$ cat config.mk
export PLATFORM = sky130hd
export DESIGN_NAME = param_code_lock_fsm_flat
export DESIGN_NICKNAME = d
export VERILOG_FILES = /design/src/rtl/lock_pkg.sv /design/src/rtl/param_code_lock_fsm_if.sv /design/src/rtl/strobe_edge_det.sv /design/src/rtl/param_code_lock_fsm.sv /design/src/flat_wrapper.sv
export SDC_FILE = /design/constraint.sdc
export NUM_CORES = 1
export LEC_CHECK = 0
export CAP_MARGIN = 20
export CORE_MARGIN = 5
export CORE_UTILIZATION = 30
export CTS_CLUSTER_SIZE = 10
export DETAILED_ROUTE_END_ITERATION = 6
export PLACE_DENSITY = 0.46
export SLEW_MARGIN = 0
export SYNTH_ARGS = -nofsm -noshare
export SYNTH_HDL_FRONTEND = slang
export SYNTH_HIERARCHICAL = 1
export SYNTH_SLANG_ARGS = --single-unit
$ cat constraint.sdc
create_clock -name clk -period 4.3 [get_ports clk]
set_clock_uncertainty 0.2 [all_clocks]
set_input_delay 1.075 -clock clk [delete_from_list [all_inputs] [get_ports clk]]
set_output_delay 1.075 -clock clk [all_outputs]
set_load 0.1 [all_outputs]
$ cat src/rtl/lock_pkg.sv
// Shared types, defaults and width helpers for the parametrised code lock.
package lock_pkg;

    typedef enum logic [1:0] {
        ST_ENTRY    = 2'd0,
        ST_UNLOCKED = 2'd1,
        ST_PROGRAM  = 2'd2,
        ST_LOCKOUT  = 2'd3
    } state_e;

    localparam int unsigned DEF_DATA_W      = 4;
    localparam int unsigned DEF_CODE_LEN    = 7;
    localparam int unsigned DEF_MAX_FAILS   = 3;
    localparam int unsigned DEF_LOCKOUT_CYC = 1024;
    localparam logic [27:0] DEF_CODE        = 28'h1234567;

    // Bits needed to hold values 0..n-1, never less than one bit.
    function automatic int unsigned cnt_width(input int unsigned n);
        return (n > 1) ? $clog2(n) : 1;
    endfunction

endpackage

$ cat src/rtl/param_code_lock_fsm_if.sv
// Digit/program inputs and status outputs of the code lock.
interface param_code_lock_fsm_if #(
    parameter int unsigned DATA_W    = lock_pkg::DEF_DATA_W,
    parameter int unsigned CODE_LEN  = lock_pkg::DEF_CODE_LEN,
    parameter int unsigned MAX_FAILS = lock_pkg::DEF_MAX_FAILS
);
    localparam int unsigned FAIL_W = lock_pkg::cnt_width(MAX_FAILS + 1);

    logic              i_set_data;
    logic              i_prog;
    logic [DATA_W-1:0] iv_data;
    logic [CODE_LEN:0] o_acknowledge;
    logic              o_locked_out;
    logic [FAIL_W-1:0] ov_fail_cnt;

    modport master (
        output i_set_data, i_prog, iv_data,
        input  o_acknowledge, o_locked_out, ov_fail_cnt
    );

    modport slave (
        input  i_set_data, i_prog, iv_data,
        output o_acknowledge, o_locked_out, ov_fail_cnt
    );
endinterface

$ cat src/rtl/strobe_edge_det.sv
// Rising-edge detector for the digit strobe; the enable only gates the pulse.
module strobe_edge_det (
    input  logic clk,
    input  logic i_Rst,
    input  logic i_sig,
    input  logic i_CE,
    output logic o_stb
);
    logic edge_q;

    // Track the previous strobe level every cycle so edges during i_CE=0 are lost.
    always_ff @(posedge clk) begin
        if (i_Rst) edge_q <= 1'b0;
        else       edge_q <= i_sig;
    end

    assign o_stb = i_sig & ~edge_q & i_CE;
endmodule

$ cat src/rtl/param_code_lock_fsm.sv
// Sequential code lock with programmable code, fail counter and timed lockout.
module param_code_lock_fsm
    import lock_pkg::*;
#(
    parameter int unsigned DATA_W      = DEF_DATA_W,
    parameter int unsigned CODE_LEN    = DEF_CODE_LEN,
    parameter int unsigned MAX_FAILS   = DEF_MAX_FAILS,
    parameter int unsigned LOCKOUT_CYC = DEF_LOCKOUT_CYC,
    parameter logic [CODE_LEN*DATA_W-1:0] DEFAULT_CODE = DEF_CODE
) (
    input logic clk,
    input logic i_Rst,
    input logic i_CE,
    param_code_lock_fsm_if.slave bus
);
    localparam int unsigned IDX_W  = cnt_width(CODE_LEN);
    localparam int unsigned FAIL_W = cnt_width(MAX_FAILS + 1);
    localparam int unsigned LCNT_W = cnt_width(LOCKOUT_CYC);
    localparam int unsigned ACK_W  = CODE_LEN + 1;

    state_e                           state_q, state_d;
    logic [IDX_W-1:0]                 idx_q, idx_d;
    logic [FAIL_W-1:0]                fail_q, fail_d;
    logic [LCNT_W-1:0]                lcnt_q, lcnt_d;
    logic [ACK_W-1:0]                 ack_q, ack_d;
    logic                             locked_q, locked_d;
    logic [CODE_LEN-1:0][DATA_W-1:0]  code_q, code_d;

    logic              stb;
    logic [IDX_W-1:0]  pos;
    logic              last;
    logic [FAIL_W-1:0] fail_inc;

    strobe_edge_det u_stb (
        .clk   (clk),
        .i_Rst (i_Rst),
        .i_sig (bus.i_set_data),
        .i_CE  (i_CE),
        .o_stb (stb)
    );

    // Digit k lives at the k-th most significant slot of the code register.
    assign pos      = IDX_W'(CODE_LEN - 1) - idx_q;
    assign last     = (idx_q == IDX_W'(CODE_LEN - 1));
    assign fail_inc = fail_q + FAIL_W'(1);

    // State, counters, code register and registered outputs.
    always_ff @(posedge clk) begin
        if (i_Rst) begin
            state_q  <= ST_ENTRY;
            idx_q    <= '0;
            fail_q   <= '0;
            lcnt_q   <= '0;
            ack_q    <= '0;
            locked_q <= 1'b0;
            code_q   <= DEFAULT_CODE;
        end else begin
            state_q  <= state_d;
            idx_q    <= idx_d;
            fail_q   <= fail_d;
            lcnt_q   <= lcnt_d;
            ack_q    <= ack_d;
            locked_q <= locked_d;
            code_q   <= code_d;
        end
    end

    // Next-state and next-output logic; everything holds unless an event fires.
    always_comb begin
        state_d  = state_q;
        idx_d    = idx_q;
        fail_d   = fail_q;
        lcnt_d   = lcnt_q;
        ack_d    = ack_q;
        locked_d = locked_q;
        code_d   = code_q;
        unique case (state_q)
            ST_ENTRY: begin
                if (stb) begin
                    if (bus.iv_data == code_q[pos]) begin
                        if (last) begin
                            state_d = ST_UNLOCKED;
                            ack_d   = '1;
                            fail_d  = '0;
                            idx_d   = '0;
                        end else begin
                            ack_d[idx_q] = 1'b1;
                            idx_d        = idx_q + IDX_W'(1);
                        end
                    end else begin
                        ack_d  = '0;
                        idx_d  = '0;
                        fail_d = fail_inc;
                        if (fail_inc == FAIL_W'(MAX_FAILS)) begin
                            state_d  = ST_LOCKOUT;
                            lcnt_d   = LCNT_W'(LOCKOUT_CYC - 1);
                            locked_d = 1'b1;
                        end
                    end
                end
            end
            ST_UNLOCKED: begin
                // A program request wins over a simultaneous strobe.
                if (i_CE && bus.i_prog) begin
                    state_d = ST_PROGRAM;
                    ack_d   = '0;
                    idx_d   = '0;
                end else if (stb) begin
                    state_d = ST_ENTRY;
                    ack_d   = '0;
                    idx_d   = '0;
                end
            end
            ST_PROGRAM: begin
                if (stb) begin
                    code_d[pos] = bus.iv_data;
                    if (last) begin
                        state_d = ST_ENTRY;
                        ack_d   = '0;
                        fail_d  = '0;
                        idx_d   = '0;
                    end else begin
                        ack_d[idx_q] = 1'b1;
                        idx_d        = idx_q + IDX_W'(1);
                    end
                end
            end
            ST_LOCKOUT: begin
                if (i_CE) begin
                    if (lcnt_q == '0) begin
                        state_d  = ST_ENTRY;
                        fail_d   = '0;
                        locked_d = 1'b0;
                    end else begin
                        lcnt_d = lcnt_q - LCNT_W'(1);
                    end
                end
            end
            default: state_d = ST_ENTRY;
        endcase
    end

    assign bus.o_acknowledge = ack_q;
    assign bus.o_locked_out  = locked_q;
    assign bus.ov_fail_cnt   = fail_q;
endmodule

$ cat src/flat_wrapper.sv
// flat-port wrapper written by rule: the top's interface ports become plain ports
module param_code_lock_fsm_flat import lock_pkg::*;
#(
    parameter int unsigned DATA_W      = DEF_DATA_W,
    parameter int unsigned CODE_LEN    = DEF_CODE_LEN,
    parameter int unsigned MAX_FAILS   = DEF_MAX_FAILS,
    parameter int unsigned LOCKOUT_CYC = DEF_LOCKOUT_CYC,
    parameter logic [CODE_LEN*DATA_W-1:0] DEFAULT_CODE = DEF_CODE
)
  (clk, i_Rst, i_CE, bus_i_set_data, bus_i_prog, bus_iv_data, bus_o_acknowledge, bus_o_locked_out, bus_ov_fail_cnt);
  param_code_lock_fsm_if #(.DATA_W(DATA_W), .CODE_LEN(CODE_LEN), .MAX_FAILS(MAX_FAILS)) bus_i ();
  input logic clk;
  input logic i_Rst;
  input logic i_CE;
  input wire logic [$bits(bus_i.i_set_data)-1:0] bus_i_set_data;
  input wire logic [$bits(bus_i.i_prog)-1:0] bus_i_prog;
  input wire logic [$bits(bus_i.iv_data)-1:0] bus_iv_data;
  output wire logic [$bits(bus_i.o_acknowledge)-1:0] bus_o_acknowledge;
  output wire logic [$bits(bus_i.o_locked_out)-1:0] bus_o_locked_out;
  output wire logic [$bits(bus_i.ov_fail_cnt)-1:0] bus_ov_fail_cnt;
  assign bus_i.i_set_data = bus_i_set_data;
  assign bus_i.i_prog = bus_i_prog;
  assign bus_i.iv_data = bus_iv_data;
  assign bus_o_acknowledge = bus_i.o_acknowledge;
  assign bus_o_locked_out = bus_i.o_locked_out;
  assign bus_ov_fail_cnt = bus_i.ov_fail_cnt;
  param_code_lock_fsm #(.DATA_W(DATA_W), .CODE_LEN(CODE_LEN), .MAX_FAILS(MAX_FAILS), .LOCKOUT_CYC(LOCKOUT_CYC), .DEFAULT_CODE(DEFAULT_CODE)) u_core (.clk(clk), .i_Rst(i_Rst), .i_CE(i_CE), .bus(bus_i));
endmodule
==> results of run 1 <==
-- cell usage after synthesis (5+ instances only) --
cell type  count  area, um^2
nand2_1       19        71.3
dfxtp_1       55        1100
o31ai_1        7        52.6
inv_1          9        33.8
a211oi_1       8        60.1
o21ai_0        5        25.0
nor2_1        41         154
nor3_1        12        60.1
a211o_1       12         105
nor2b_1       19         119
ha_1          12         150
o21a_1         5        37.5
a21oi_1       15        75.1
mux2i_1       21         210
a311oi_1       7        61.3
clkbuf_1      12        45.0
-- metal layers --
layer / global-route usage [%] / share of wire [%] / up-vias
li1: - / - / 1201
met3: 2.64 / 3.0 / 5
met2: 19.0 / 45 / 26
met1: 17.1 / 51 / 1147
met4: 3.47 / 0.75 / 0
met5: 0 / 0 / -
-- worst paths after layout --
path / end / startpoint / slack (ns) / cells after the start
setup / recovery: u_core/lcnt_q[7] / u_core/idx_q[0] / 0.81 / 10
hold / removal: u_core/bus.o_acknowledge[4] / u_core/bus.o_acknowledge[4] / 0.28 / 1
setup reg to reg: u_core/lcnt_q[7] / u_core/idx_q[0] / 0.81 / 10
hold reg to reg: u_core/bus.o_acknowledge[4] / u_core/bus.o_acknowledge[4] / 0.28 / 1
-- layout make-up --
type	count	area, um^2	area share, %
Tap cell	133	166	4.90
Clock buffer	5	68.8	2.02
Inverter	10	37.5	1.10
Multi-Input combinational cell	242	1770	51.9
Sequential cell	55	1100	32.4
Timing Repair Buffer	27	245	7.21
Clock inverter	3	15.0	0.442
-- power groups by stage --
| stage | combinational, uW | clock (uW) | sequential [uW] |
|---|---|---|---|
| 3_3_place_gp | 85.5 | 0 | 529 |
| 2_1_floorplan | 46.5 | 0 | 542 |
| 5_1_grt | 91.9 | 320 | 518 |
| 6_report | 84.9 | 282 | 517 |
| 4_1_cts | 85.5 | 300 | 517 |
| 3_5_place_dp | 85.0 | 0 | 529 |
-- state kept, by name, indices dropped and copies added (netlist names) --
register                  flops
u_core/state_q                2
u_core/u_stb/edge_q           1
u_core/bus.ov_fail_cnt        2
u_core/bus.o_locked_out       1
u_core/idx_q                  3
u_core/lcnt_q                10
u_core/bus.o_acknowledge      8
u_core/code_q                28
-- worst max-delay path, delay by kind of cell, from the launching register on --
| family | cells | cell delay (ns) |
|---|---|---|
| buffers and inverters | 1 | 0.07 |
| AND/OR/NAND/NOR | 2 | 0.25 |
| multiplexers | 1 | 0.41 |
| XOR/XNOR | 1 | 0.26 |
| AO/OA/AOI/OAI | 4 | 0.99 |
| adder cells (fa/ha/maj) | 1 | 0.66 |
| flip-flops | 1 | 0.57 |
-- logic make-up after synthesis --
logic type / Yosys count / share of synthesized area, %
muxes: 25 / 9.65
DFF: 55 / 36.8
AOI/OAI and AO/OA: 83 / 22.0
and+or+nand+nor: 117 / 19.7
adders and majority gates: 12 / 5.01
xor gates and xnor gates: 5 / 2.59
buffers and inverters: 29 / 4.26
-- per-stage QoR --
step           setup WS (ns)  instance area (um^2)  instances  hold slack [ns]
5_1_grt                0.569                  3400        475            0.309
3_5_place_dp           0.778                  3320        467            0.256
4_1_cts                0.757                  3400        475            0.285
2_1_floorplan           1.25                  2990        326            0.250
3_3_place_gp           0.807                  3320        467            0.251
6_report               0.808                  3400        475            0.276
==> flow_metrics.py, run 1 <==
metrics = {
    "outcome": {
        "status": "finished clean",
    },
    "timing": {
        "finalSetupTns_ns": 0,
        "rsz0062_at_grt": "no",
        "hold_viol": 0,
        "setup_viol": 0,
        "min_period_over_period_pct": 81.2,
        "tightest_slew_ns": 0.972,
        "drv_slew": 0,
        "max_slew_margin_pct": 35.0,
        "fmax_mhz": 286,
        "fin_crit_ns": 3.49,
    },
    "synth": {
        "yosysSeqAreaShare_pct": 36.8,
        "async_reset_ff_share_pct": 0,
        "yosysUniqueCellTypes": 59,
        "yosys_warnings": 6,
        "synthesis.area_um2": 2990,
        "syn_nets": 347,
        "yosys_register_bits": 55,
        "synth_edf_count": 0,
        "syn_inst": 326,
        "post_synth.cell_area_avg_um2": 9.18,
        "synth_ff_type": "dfxtp_1",
    },
    "setup_path": {
        "slowest_delay_ns": 0.66,
        "start_kind": "flip-flop",
        "crit_chain": "inv_2 > ha_1 > mux4_2 > nand2_1 > o31ai_1 > xnor2_1 > o2111ai_4 > a31o_4 > and2_4 > a311oi_1",
        "worstPathArrival_ns": 3.51,
        "critPathRequiredTime_ns": 4.32,
        "worstSetupPathType": "flip-flop to flip-flop",
        "slowest_stage": "ha_1",
        "crit_path_end_kind": "flip-flop",
        "crit_fanout": 15,
    },
    "floorplanning": {
        "die_h_um": 110,
        "die_w_um": 110,
        "rows": 36,
        "die-area_um2": 12100,
        "coreArea_um2": 9770,
        "start_util_pct": 30.6,
        "boundaryPins": 20,
    },
    "place": {
        "portBuffers": 19,
        "dp_hpwl_um": 4740,
        "gp_congestion": 0.803,
    },
    "pwr": {
        "power_density_nw_per_um2": 260,
        "peakVddDrop_v": 0.000141,
        "pwr-share-clk_pct": 31.9,
        "seq_power_share_pct": 58.5,
        "internal-power_uw": 655,
        "combPwrFrac_pct": 9.6,
        "p_sw_uw": 229,
        "total_power_uw": 884,
        "cellLeakagePower_uw": 0.00115,
        "swShare_pct": 25.9,
    },
    "final_layout": {
        "drive_above_1_share_pct": 9.94,
        "final_common_cell": "dfxtp_1",
        "fin_util_pct": 34.8,
        "fin_nets": 362,
        "syn_to_final_growth_pct": 13.5,
        "mostFrequentLayoutCells": "55 x dfxtp_1, 41 x nor2_1, 21 x mux2i_1",
        "fill_cells": 1030,
        "n_antenna_cell": 0,
    },
    "drt": {
        "first_pass_iters": 5,
        "drc_errors": 0,
        "wirelength_um": 6770,
        "via_per_inst": 5.01,
        "ant_nets": 0,
        "wl_per_cell_um": 14.3,
        "vias": 2379,
        "drt_iter0_markers": 120,
    },
    "clock_tree": {
        "clock_path_buffers": 2,
        "post_cts_buffers": 0,
        "cts_resized": 0,
        "cts_tree": "yes",
        "cts_max_level": 2,
        "clock_latency_ns": 0.31,
        "clock_sinks": 55,
        "ctsHoldBuffers": 0,
        "cts_root_buf": "clkbuf_8",
        "cts_buffers": 5,
        "path_clk_slew_ns": 0.10,
    },
    "global_routing": {
        "grt_pass1_vias": 2323,
        "gr-usage-all-layers_pct": 12.3,
        "grt_max_degree": 32,
        "antenna_found_initial": 0,
        "grt_pass1_wl_um": 11800,
        "overflow": 0,
    },
    "job": {
        "max_cap_viol_count": 0,
    },
    "hold_path": {
        "hold_path_class": "flip-flop to flip-flop",
    },
}
Power figures use the tool's default switching activity.
==> inputs of run 2 (changes only) <==
clock period = 3.6 ns   (was 4.3 ns; I/O delays follow)
==> run 2 against run 1 <==
  * Clock-buffer cell count unchanged
  * Power up 21%
  * Register-to-register slack worse by 0.37 ns
  * Clock power up 22%
  * Sequential power up 19%
  * Utilization up 0.33 points
  * Die area unchanged
  * Global-route usage up 0.34 points
  * Setup slack worse by 0.37 ns
==> flow_metrics.py, run 2 (synthesis results as in run 1) <==
metrics = {
    "outcome": {
        "status": "finished clean",
    },
    "drt": {
        "first_pass_iters": 4,
        "via_per_inst": 4.88,
        "wirelength_um": 7060,
        "drt_iter0_markers": 96,
        "vias": 2359,
        "wl_per_cell_um": 14.6,
        "ant_nets": 0,
        "drc_errors": 0,
    },
    "global_routing": {
        "grt_max_degree": 28,
        "grt_pass1_wl_um": 11900,
        "grt_pass1_vias": 2347,
        "gr-usage-all-layers_pct": 12.6,
        "overflow": 0,
        "antenna_found_initial": 0,
    },
    "final_layout": {
        "syn_to_final_growth_pct": 14.6,
        "largest_register_ffs": 28,
        "drive_above_1_share_pct": 15.1,
        "final_area_um2": 3430,
        "final_common_cell": "dfxtp_1",
        "fin_nets": 370,
        "n_antenna_cell": 0,
        "top_register": "u_core/code_q",
        "mostFrequentLayoutCells": "55 x dfxtp_1, 41 x nor2_1, 27 x buf_4",
    },
    "timing": {
        "min_period_over_period_pct": 87.7,
        "finalSetupTns_ns": 0,
        "max_slew_margin_pct": 63.0,
        "hold_viol": 0,
        "fmax_mhz": 317,
        "rsz0062_at_grt": "no",
        "setup_viol": 0,
        "drv_slew": 0,
        "tightest_slew_ns": 0.555,
        "whs_ns": 0.279,
        "fin_crit_ns": 3.16,
    },
    "clock_tree": {
        "cts_tree": "yes",
        "clock_latency_ns": 0.31,
        "path_clk_slew_ns": 0.11,
        "cts_max_level": 2,
        "cts_buffers": 5,
        "ctsHoldBuffers": 0,
        "clock_path_buffers": 2,
        "cts_resized": 0,
        "clock_sinks": 55,
        "post_cts_buffers": 0,
        "cts_root_buf": "clkbuf_8",
    },
    "place": {
        "gp_congestion": 0.743,
        "portBuffers": 19,
        "dp_hpwl_um": 4920,
        "place_area_um2": 3350,
    },
    "setup_path": {
        "reg2regPathDepth": 9,
        "crit_path_end_kind": "flip-flop",
        "worstSetupPathType": "flip-flop to flip-flop",
        "slowest_delay_ns": 0.52,
        "cp.buffers_inverters": 0,
        "critPathRequiredTime_ns": 3.62,
        "path_delay_family": "compound AO/OA/AOI/OAI gates",
        "cp_num_cells": 9,
        "worstPathArrival_ns": 3.18,
        "start_kind": "flip-flop",
        "crit_chain": "ha_1 > xor2_4 > mux4_2 > nor2b_4 > o21a_1 > o2111ai_4 > and4_1 > a211oi_1 > a311oi_1",
        "slowest_stage": "dfxtp_1",
        "crit_fanout": 9,
    },
    "hold_path": {
        "hold_path_class": "flip-flop to flip-flop",
        "hold_depth": 1,
    },
    "job": {
        "max_cap_viol_count": 0,
    },
    "floorplanning": {
        "die-area_um2": 12100,
        "coreArea_um2": 9770,
        "die_w_um": 110,
        "die_h_um": 110,
        "boundaryPins": 20,
        "start_util_pct": 30.6,
        "rows": 36,
    },
    "pwr": {
        "power_density_nw_per_um2": 310,
        "peakVddDrop_v": 0.000163,
        "cellLeakagePower_uw": 0.00121,
    },
}
## run 2: cell types whose count changed in the layout (fill, tap and decap cells not counted)
cell	delta
clkdlybuf4s50_1	-11
buf_4	+19
## run 2: layout make-up
type                       instances  area, um^2
inverter                          10        37.5
clock buffer                       5        68.8
multi-input combinational        242        1770
fill                            1059        6340
tap                              133         166
timing repair buffer              35         278
sequential                        55        1100
clock inverter                     3        15.0
## run 2: worst reg2reg max path, cell delays in order, from the launching register on
cell and delay (ns):
dfxtp_1 0.52, ha_1 0.36, xor2_4 0.25, mux4_2 0.33, nor2b_4 0.14, o21a_1 0.19
o2111ai_4 0.33, and4_1 0.40, a211oi_1 0.09, a311oi_1 0.26
## run 2: path summary, 6_finish.rpt
kind / startpoint / endpoint / slack (ns)
worst min register to register: u_core/bus.o_acknowledge[5] / u_core/bus.o_acknowledge[5] / 0.28
worst min-delay path: u_core/bus.o_acknowledge[5] / u_core/bus.o_acknowledge[5] / 0.28
worst max-delay path: u_core/idx_q[1] / u_core/lcnt_q[8] / 0.44
worst max register to register: u_core/idx_q[1] / u_core/lcnt_q[8] / 0.44
## run 2: report_power, final
group          internal, uW  switching (uW)
Clock                   134             210
Sequential              613            4.09
Combinational          37.0            66.3
Total                   784             281
## run 2: stage by stage
stage	cells	utilization [%]	setup WS [ns]	total power (uW)
6_report	483	35.1	0.443	1070
5_1_grt	483	35.1	0.177	1120
4_1_cts	483	35.1	0.408	1090
3_5_place_dp	475	34.3	0.412	735
3_3_place_gp	475	34.3	0.413	735
2_1_floorplan	326	-	0.550	703
## run 2: per-layer routing
layer	global-route usage [%]	vias to the layer above	share of wire, %
met4	3.74	0	1.3
met5	0	-	0
met1	16.9	1112	50
met3	2.29	5	2.2
li1	-	1223	-
met2	20.6	19	47
==> inputs of run 3 (changes only) <==
ABC_CLOCK_PERIOD_IN_PS = 3600   (was unset)
==> results of run 3 <==
No change in the layout: final DEF, timing and power equal those of run 2.
